$ cat src/rtl/mem_access_unit.sv
//------------------------------------------------------------------------------
// Module   : mem_access_unit
// Purpose  : Byte/halfword/word load-store sequencer in front of a word-wide
//            RAM with one-cycle registered read. Sub-word stores are done as
//            read-modify-write; loads return a sign/zero-extended result.
// Revision : 1.0 - initial release
//------------------------------------------------------------------------------
`timescale 1ns/1ps
`default_nettype none

module mem_access_unit #(
  parameter int ADDR_WIDTH = 17
) (
  input  logic                  clk,
  input  logic                  rst,
  input  logic                  req_valid,
  output logic                  req_ready,
  input  logic                  req_we,
  input  logic [1:0]            req_size,
  input  logic                  req_unsigned,
  input  logic [ADDR_WIDTH-1:0] req_addr,
  input  logic [31:0]           req_wdata,
  output logic                  resp_valid,
  output logic [31:0]           resp_rdata,
  output logic                  resp_misaligned,
  output logic                  ram_wren,
  output logic [ADDR_WIDTH-1:0] ram_address,
  output logic [31:0]           ram_write_data,
  input  logic [31:0]           ram_data
);

  localparam logic [2:0] S_IDLE      = 3'd0;
  localparam logic [2:0] S_READ      = 3'd1;
  localparam logic [2:0] S_LOAD_DATA = 3'd2;
  localparam logic [2:0] S_MERGE     = 3'd3;
  localparam logic [2:0] S_WRITE     = 3'd4;
  localparam logic [2:0] S_RESP      = 3'd5;

  logic [2:0]  state;

  // Latched request fields. The aligned word address lives in ram_address,
  // so only the lane bits of the address are kept here.
  logic        lat_we;
  logic [1:0]  lat_size;
  logic        lat_unsigned;
  logic [1:0]  lat_lane;
  logic [15:0] lat_wdata;

  logic        misaligned;
  logic [7:0]  ld_byte;
  logic [15:0] ld_half;
  logic [31:0] load_value;
  logic [31:0] merged;

  assign misaligned = (req_size == 2'b11) ||
                      ((req_size == 2'b01) && req_addr[0]) ||
                      ((req_size == 2'b10) && (req_addr[1:0] != 2'b00));

  // Handshake and RAM write strobe are pure state decodes.
  assign req_ready  = (state == S_IDLE);
  assign resp_valid = (state == S_RESP);
  assign ram_wren   = (state == S_WRITE);

  // Lane extraction and extension of the word returned by the RAM.
  always_comb begin
    ld_byte    = 8'h00;
    ld_half    = 16'h0000;
    load_value = ram_data;
    case (lat_lane)
      2'd0:    ld_byte = ram_data[7:0];
      2'd1:    ld_byte = ram_data[15:8];
      2'd2:    ld_byte = ram_data[23:16];
      default: ld_byte = ram_data[31:24];
    endcase
    ld_half = lat_lane[1] ? ram_data[31:16] : ram_data[15:0];
    case (lat_size)
      2'b00:   load_value = lat_unsigned ? {24'h000000, ld_byte}
                                         : {{24{ld_byte[7]}}, ld_byte};
      2'b01:   load_value = lat_unsigned ? {16'h0000, ld_half}
                                         : {{16{ld_half[15]}}, ld_half};
      default: load_value = ram_data;
    endcase
  end

  // Read-modify-write merge: replace only the addressed lane.
  always_comb begin
    merged = ram_data;
    if (lat_size == 2'b00) begin
      case (lat_lane)
        2'd0:    merged[7:0]   = lat_wdata[7:0];
        2'd1:    merged[15:8]  = lat_wdata[7:0];
        2'd2:    merged[23:16] = lat_wdata[7:0];
        default: merged[31:24] = lat_wdata[7:0];
      endcase
    end else if (lat_lane[1]) begin
      merged[31:16] = lat_wdata;
    end else begin
      merged[15:0] = lat_wdata;
    end
  end

  // Sequencer: request latch, state transitions and registered outputs.
  always_ff @(posedge clk) begin
    if (rst) begin
      state           <= S_IDLE;
      lat_we          <= 1'b0;
      lat_size        <= 2'b00;
      lat_unsigned    <= 1'b0;
      lat_lane        <= 2'b00;
      lat_wdata       <= 16'h0000;
      resp_rdata      <= 32'h0;
      resp_misaligned <= 1'b0;
      ram_address     <= '0;
      ram_write_data  <= 32'h0;
    end else begin
      case (state)
        S_IDLE: begin
          if (req_valid) begin
            lat_we       <= req_we;
            lat_size     <= req_size;
            lat_unsigned <= req_unsigned;
            lat_lane     <= req_addr[1:0];
            lat_wdata    <= req_wdata[15:0];
            // Stores and faults report zero data, so clear any old load result.
            resp_rdata   <= 32'h0;
            if (misaligned) begin
              resp_misaligned <= 1'b1;
              state           <= S_RESP;
            end else begin
              ram_address <= {req_addr[ADDR_WIDTH-1:2], 2'b00};
              if (req_we && (req_size == 2'b10)) begin
                ram_write_data <= req_wdata;
                state          <= S_WRITE;
              end else begin
                state <= S_READ;
              end
            end
          end
        end
        S_READ: begin
          state <= lat_we ? S_MERGE : S_LOAD_DATA;
        end
        S_LOAD_DATA: begin
          resp_rdata <= load_value;
          state      <= S_RESP;
        end
        S_MERGE: begin
          ram_write_data <= merged;
          state          <= S_WRITE;
        end
        S_WRITE: begin
          state <= S_RESP;
        end
        S_RESP: begin
          resp_misaligned <= 1'b0;
          state           <= S_IDLE;
        end
        default: begin
          state <= S_IDLE;
        end
      endcase
    end
  end

endmodule

`default_nettype wire

$ cat config.mk
export PLATFORM = sky130hd
export DESIGN_NAME = mem_access_unit
export DESIGN_NICKNAME = d
export VERILOG_FILES = /design/src/rtl/mem_access_unit.sv
export SDC_FILE = /design/constraint.sdc
export NUM_CORES = 1
export LEC_CHECK = 0
export BUFFER_PORTS_ARGS = -buffer_cell sky130_fd_sc_hd__buf_2
export CORE_ASPECT_RATIO = 0.5
export CORE_MARGIN = 10
export CORE_UTILIZATION = 46
export CTS_CLUSTER_DIAMETER = 80
export DETAILED_ROUTE_END_ITERATION = 16
export GPL_TIMING_DRIVEN = 0
export PLACE_DENSITY = 0.84
export SETUP_SLACK_MARGIN = 0.4
export SLEW_MARGIN = 15
export SYNTH_ARGS = -nofsm -noshare
export SYNTH_HDL_FRONTEND = slang
export SYNTH_SLANG_ARGS = --single-unit
$ cat constraint.sdc
create_clock -name clk -period 1.8 [get_ports clk]
set_clock_uncertainty 0.05 [all_clocks]
set_input_delay 0.18 -clock clk [delete_from_list [all_inputs] [get_ports clk]]
set_output_delay 0.18 -clock clk [all_outputs]
set_load 0.1 [all_outputs]
# After elaboration in Yosys (flattened, before gate mapping)
# Cells that the tools add are included.
dict set report totals {
  input_bits 88
  word_cells 71
  regBits 105
}
dict set report classes {
  reduce_logical 19
  bitwise 1
  n_eq_ne 15
  n_mux 26
}
# operator count
set ops {}
lappend ops {{$mux 32} 7}
lappend ops {{$pmux 32 s2} 3}
lappend ops {{$mux 16} 3}
lappend ops {{$mux 8} 4}
lappend ops {{$pmux 8 s3} 1}
lappend ops {{$pmux 3 s4} 1}
lappend ops {{$mux 3} 3}
lappend ops {{$reduce_bool 2->1} 4}
lappend ops {{$eq 2x1->1 const B} 3}
lappend ops {{$eq 2x2->1 const B} 3}
lappend ops {{$eq 3x2->1 const B} 2}
lappend ops {{$eq 3x3->1 const B} 2}
lappend ops {{$reduce_and 3->1} 2}
lappend ops {{$logic_not 2->1} 2}
lappend ops {{$ne 2x1->1 const B} 2}
lappend ops {{$ne 2x2->1 const B} 2}
lappend ops {{$reduce_and 2->1} 2}
lappend ops {{$reduce_and 4->1} 1}
lappend ops {{$eq 3x1->1 const B} 1}
lappend ops {{$logic_and 1x1->1} 3}
lappend ops {{$logic_not 3->1} 1}
lappend ops {{$mux 1} 3}
lappend ops {{$reduce_or 3->1} 1}
lappend ops {{$logic_or 1x1->1} 2}
lappend ops {{3 further kinds} 3}

# Longest topological paths before layout
# Gate-level depths: netlist of the first run.
dict set report depth {
  depth_word 7
  mapped_depth 8
  depth_no_buf 4
}

# Worst setup path after synthesis of the first run
# OpenSTA, ideal clock, no wires.
dict set report synth_path {
  kind {register -> output}
  from {register state[2]}
  to {output port req_ready}
  t_required_ns 1.570
  arrival_ns 2.707
  path_stages_with_launch 4
  setup_slack_ns -1.137
  n_path_buf 2
  path_cell_list {dfxtp_1 > buf_2 > clkbuf_1 > nor3_1}
}
dict set report synth_between {
  elab_chain_len 1
}
# item line
set synth_rtl {}
lappend synth_rtl {{from (decl)} 39} ;# logic [2:0] state;
lappend synth_rtl {{from (signal assigned)} 141} ;# state <= lat_we ? S_MERGE : S_LOAD_DATA;
lappend synth_rtl {{$logic_not 3->1} 60} ;# assign req_ready = (state == S_IDLE);
lappend synth_rtl {{to (decl)} 17} ;# output logic req_ready,
# Every way passes these cells.

# Final worst setup path of the first run
dict set report layout_path {
  from {register state[2]}
  to {register ram_write_data[30]}
}
dict set report layout_between {
  elab_chain_len 3
  word_cells_on_any_way 8
}
# item line
set layout_rtl {}
lappend layout_rtl {{$logic_not 3->1 / $eq 3x2->1 (equally long branches)} 116} ;# case (state)
lappend layout_rtl {{$ne 2x1->1 (no source line) (tied with other cells)} n/a}
lappend layout_rtl {{$reduce_and 4->1 (no source line)} n/a}
lappend layout_rtl {{to (signal assigned)} 132} ;# ram_write_data <= req_wdata;
lappend layout_rtl {{to (signal assigned)} 148} ;# ram_write_data <= merged;
lappend layout_rtl {{to (decl)} 28} ;# output logic [31:0] ram_write_data,
# Several ways; a longest one is shown, not always the timed one.
# A chain may end at the register's enable or synchronous reset.

==> impl_metrics.toml, run 1 <==
[status]
failed_checks = "negative setup slack"
outcome = "finished with violations"

[cts]
htree_levels = 3
clock_path_buffers = 2
cts-root-buf = "clkbuf_16"
cts_buffers = 9
cts_sinks = 105
clkTransAtPathRegs_ps = 70
postCtsHoldBufs = 0
cts_tree = "built"
clk_latency_ps = 370

[global_route]
grt_pass1_wl_um = 33000
grt_max_degree = 18
grtUsageTotal_pct = 25.7
first_global_vias = 6100
antenna_found_initial = 0
gr-total-overflow = 0

[floorplanning]
coreArea_um2 = 10500
die-area_um2 = 15900
die_x_um = 169
row_count = 26
ios = 173
dieHeight_um = 94.3
start_util_pct = 48.5

[placement]
post-place-ws_ps = -386
gp_congestion = 0.988
io_buffers = 169
dp_hpwl_um = 14800

[logic_synthesis]
syn_avg_cell_area_um2 = 8.37
synthTopCellsByArea = "dfxtp_1, nand2_1, a221o_1"
synthesis.area_um2 = 5080
synth-seq-cells = 105
synthCells = 607
synth.top_cell.area_share_pct = 41.4
synth_edf_count = 0
ys_warn_count = 0
ys_seq_area_share_pct = 41.4
yosys.area.top_type = "dfxtp_1"
synth.distinct_cells = 48
async_reset_ff_share_pct = 0
synth_flop_cell = "dfxtp_1"

[timing]
grt_setup_unrepaired = "yes"
whs_ps = 0.550
finalWorstSetupSlack_ps = -74.2
fin_crit_sh_pct = 104
slew_headroom_pct = 44.6
worst_pin_slew_ps = 831
slew_viol_final = 0
period_needed_ps = 1870
hold_viol_final = 0
setup_viol = 31
max_freq_ghz = 0.534

[power]
totalPowerFinal_w = 0.00956
p_leak_nw = 3.52
ir_drop_uv = 688
power.density_nw_per_um2 = 1180

[routing]
wl_um = 24600
remaining_drc_errors = 0
dr.pass1.iters = 6
via_per_inst = 6.58
drt_iter0_drc = 1030
ant_nets = 0
num_vias = 6414
wire_per_inst_um = 25.2

[final_layout]
num_antenna_cells = 0
layout-area-overhead-vs-synth_pct = 59.5
drive_above_1_share_pct = 50.3
fin_nets = 918

[worst_hold_path]
hp-class = "input pin to register"
min_from = "req_addr[12]"

[critical_path]
cp.required_ps = 2020
worstPathArrival_ps = 2090
rr_startpoint = "state[2]"
endpoint_kind = "register"
critical_path.max_fanout = 10
startpoint_type = "register"
critPathLaunch = "state[2]"
critical_path_class = "register to register"

[flow_run]
cap_violations = 0
critical path, stage by stage, from the launching register on:
cell and delay (ps):
dfxtp_2 320, buf_6 130, and3b_1 220, clkbuf_8 160, clkbuf_4 240, clkbuf_4 270
nor2_1 100, o31ai_2 280
cells by family after synthesis:
group	after synthesis	share of synthesized area [%]
muxes	24	4.93
buffers and inverters	64	5.62
DFF	105	41.4
and+or+nand+nor	217	20.2
AOI/OAI and AO/OA	196	27.8
other	1	0.0738
through the flow:
stage               TNS, ps  instance area [um2]  util, %  cells
global route          -2620                 8100     77.3    975
detailed placement   -13590                 6350     60.6    917
finish                -1140                 8100     77.3    975
global placement     -12040                 6350     60.6    917
floorplan                 0                 5330        -    608
CTS                       0                 7570     72.3    968
synth_stat cells (all sizes together) (13+ instances only):
cell type    n
o21ai       35
dfxtp      105
a221o       23
nand2      104
buf         24
nor2b       13
mux2i       16
clkbuf      35
a221oi      24
nor2        45
a21oi       45
o31ai       25
a32o        14
final timing paths:
check        cells past startpoint  slack [ps]                 end
min                              3         0.6     ram_address[12]
min reg2reg                      2         410   ram_write_data[1]
max reg2reg                      7         -70  ram_write_data[30]
max                              7         -70  ram_write_data[30]
metal layers:
| layer | global-route usage, % | up-vias | routed length, um |
|---|---|---|---|
| met5 | 0.580 | - | 0 |
| met1 | 30.2 | 3010 | 9020 |
| li1 | - | 2667 | - |
| met2 | 41.7 | 606 | 10800 |
| met3 | 10.2 | 131 | 3650 |
| met4 | 10.4 | 0 | 1150 |
layout by cell type, fill, tap and decap left out, drive strengths merged, types with 11 or more instances in the layout:
cell	instances
a32o	14
nor2	45
o31ai	25
clkbuf	54
nor3	11
dfxtp	105
nor2b	13
a221o	23
buf	226
nand2	104
o21ai	35
a221oi	24
mux2i	16
a21oi	45
sequential cells by signal (all words and copies together) (netlist names):
| signal | flops |
|---|---|
| lat_lane | 2 |
| lat_size | 2 |
| lat_unsigned | 1 |
| lat_wdata | 16 |
| lat_we | 1 |
| ram_address | 15 |
| ram_write_data | 32 |
| resp_misaligned | 1 |
| resp_rdata | 32 |
| state | 3 |
power by group:
part	switching, W	internal (W)
Combinational	0.00316	0.00165
Clock	0.000955	0.000980
Sequential	0.000232	0.00259
Total	0.00435	0.00521
repair_timing:
| item | 4_1_cts | 5_1_grt |
|---|---|---|
| endpoints found under the setup margin | 106 | 120 |
| pin swaps | 31 | 32 |
| buffers inserted | 27 | 6 |
| resized for setup | 146 | 119 |
| cloned | 8 | 1 |
area by class of cell:
| type | instances | area [um2] |
|---|---|---|
| flip-flops and latches | 105 | 2130 |
| fillers | 596 | 2370 |
| repair buffers | 211 | 1420 |
| multi-input cells | 439 | 3480 |
| plain buffers | 59 | 598 |
| clock inverters | 6 | 42.5 |
| inverters | 5 | 18.8 |
| well taps | 140 | 175 |
| clock buffers | 10 | 239 |
No activity file was read; power rests on OpenSTA's default activity.
==> run 2: changes to the inputs <==
CORE_UTILIZATION = 51   (was 46)
PLACE_DENSITY = 0.88   (was 0.84)
clock period = 2.02 ns   (was 1.8 ns; I/O delays follow)
==> run 2 against run 1 <==
Against the previous run:
- highest routed layer unchanged
- critical path type unchanged
- sequential power decreased by 11%
- global-route usage increased by 2.3 points
- clock-buffer cell count increased by 2
- worst hold slack improved by 23 ps
- fmax decreased by 2.3%
- via count increased by 0.22%
- final cell count increased by 0.51%
- the run now ends clean
- setup slack improved by 180 ps
- largest cell class unchanged
- combinational power decreased by 13%
==> impl_metrics.toml, run 2 (same netlist as run 1, synthesis figures left out) <==
[status]
outcome = "complete, no violations"

[final_layout]
multi_input_area_um2 = 3340
utilization_pct = 83.7
biggestRegsByFlops = "ram_write_data x32, resp_rdata x32, lat_wdata x16"
nFillCells = 509
mostFrequentLayoutCell = "buf_2"
drive_above_1_share_pct = 49.4
layout-area-overhead-vs-synth_pct = 57.6
ff_latch_area_um2 = 2120
final_cell_mix = "buf_2, dfxtp_1, nand2_1, nor2_1, a21oi_1"
fin_nets = 927

[critical_path]
critPathSlowestCell = "dfxtp_2"
endpoint_kind = "register"
critical_path_class = "register to register"
startpoint_type = "register"
cp.required_ps = 2230
crit_buf_inv = 3
max_stage_delay_ps = 320
critical_path.max_fanout = 6
path_delay_family = "simple AND/OR/NAND/NOR gates"
crit_chain = "buf_6, nor4b_4, a31oi_1, or2_1, buf_12, buf_8, o31ai_1"
worstPathArrival_ps = 2130

[global_route]
grtUsageTotal_pct = 28.0
gr-total-overflow = 0
grt_pass1_wl_um = 33100
first_global_vias = 5968
antenna_found_initial = 1
grt_max_degree = 17

[placement]
dp_hpwl_um = 14600
io_buffers = 169
gp_congestion = 0.997

[power]
sw_frac_of_total_pct = 45.0
clock_power_share_pct = 19.9
power.density_nw_per_um2 = 1050
p_sw_w = 0.00377
p_leak_nw = 3.57
ir_drop_uv = 861
p_comb_share_pct = 50.2
seq_power_share_pct = 29.9
intPower_w = 0.00460
totalPowerFinal_w = 0.00837

[cts]
clk_latency_ps = 360
clock_path_buffers = 2
clkTransAtPathRegs_ps = 80
cts_buffers = 9
cts-root-buf = "clkbuf_16"
postCtsHoldBufs = 0
cts_tree = "built"
htree_levels = 3
cts_sinks = 105

[timing]
fin_crit_sh_pct = 95.0
hold_viol_final = 0
max_freq_ghz = 0.521
slew_headroom_pct = 56.1
slew_viol_final = 0
period_needed_ps = 1920
grt_setup_unrepaired = "yes"
worst_pin_slew_ps = 659
setup_viol = 0
tns_ps = 0

[floorplanning]
die_x_um = 161
start_util_pct = 53.1
dieHeight_um = 90.6
coreArea_um2 = 9570
die-area_um2 = 14600
ios = 173
row_count = 25

[routing]
ant_nets = 0
via_per_inst = 6.56
drt_iter0_drc = 987
remaining_drc_errors = 0
wire_per_inst_um = 24.0
wl_um = 23500
num_vias = 6428
dr.pass1.iters = 7

[flow_run]
cap_violations = 0

[worst_hold_path]
hp-class = "input pin to register"
run 2: path summary, 6_finish.rpt:
| check | to | depth (start not counted) | startpoint | slack (ps) |
|---|---|---|---|---|
| max | ram_write_data[26] | 7 | state[2] | 100 |
| min | ram_address[13] | 3 | req_addr[13] | 20 |
| max reg2reg | ram_write_data[26] | 7 | state[2] | 100 |
| min reg2reg | ram_write_data[21] | 2 | ram_write_data[21] | 400 |
run 2: cell type report:
cell class | instances | share of cell area (%)
Multi-Input combinational cell | 439 | 41.8
Buffer | 59 | 7.95
Clock buffer | 12 | 2.95
Clock inverter | 4 | 0.359
Antenna cell | 1 | 0.0313
Tap cell | 135 | 2.11
Timing Repair Buffer | 220 | 18.2
Inverter | 5 | 0.234
Sequential cell | 105 | 26.4
run 2: repair_timing:
item                       4_1_cts  5_1_grt
cloned                           5        7
pin swaps                       29        8
setup endpoints to repair       97      105
gates resized for setup        166      102
buffers inserted                27       12
run 2: metal layers:
| layer | vias to the layer above | routed length, um | GRT usage (%) |
|---|---|---|---|
| li1 | 2695 | - | - |
| met1 | 2978 | 8490 | 33.7 |
| met2 | 576 | 10200 | 44.3 |
| met3 | 179 | 3480 | 10.5 |
| met4 | 0 | 1380 | 11.0 |
| met5 | - | 0 | 0 |
run 2: worst register-to-register path: stages (launching register included):
cell and delay [ps]:
dfxtp_2 320, buf_6 120, nor4b_4 310, a31oi_1 140
or2_1 290, buf_12 180, buf_8 140, o31ai_1 260
run 2: power groups by stage:
| stage | Sequential (W) | Clock, W | Combinational (W) |
|---|---|---|---|
| finish | 0.00250 | 0.00166 | 0.00420 |
| global route | 0.00252 | 0.00173 | 0.00434 |
| CTS | 0.00247 | 0.00163 | 0.00370 |
| detailed placement | 0.00251 | 0 | 0.00300 |
| global placement | 0.00250 | 0 | 0.00295 |
| floorplan | 0.00337 | 0 | 0.00147 |
run 2: metrics by stage:
stage / instance area, um2 / hold slack [ps] / worst slack [ps] / cells
after detailed placement: 6240 / 384 / -203 / 912
after floorplan: 5230 / 288 / 282 / 608
after global placement: 6240 / 379 / -115 / 912
final: 8010 / 23.4 / 101 / 980
after CTS: 7460 / 25.9 / 283 / 960
after global routing: 8010 / 44.9 / 90.7 / 980
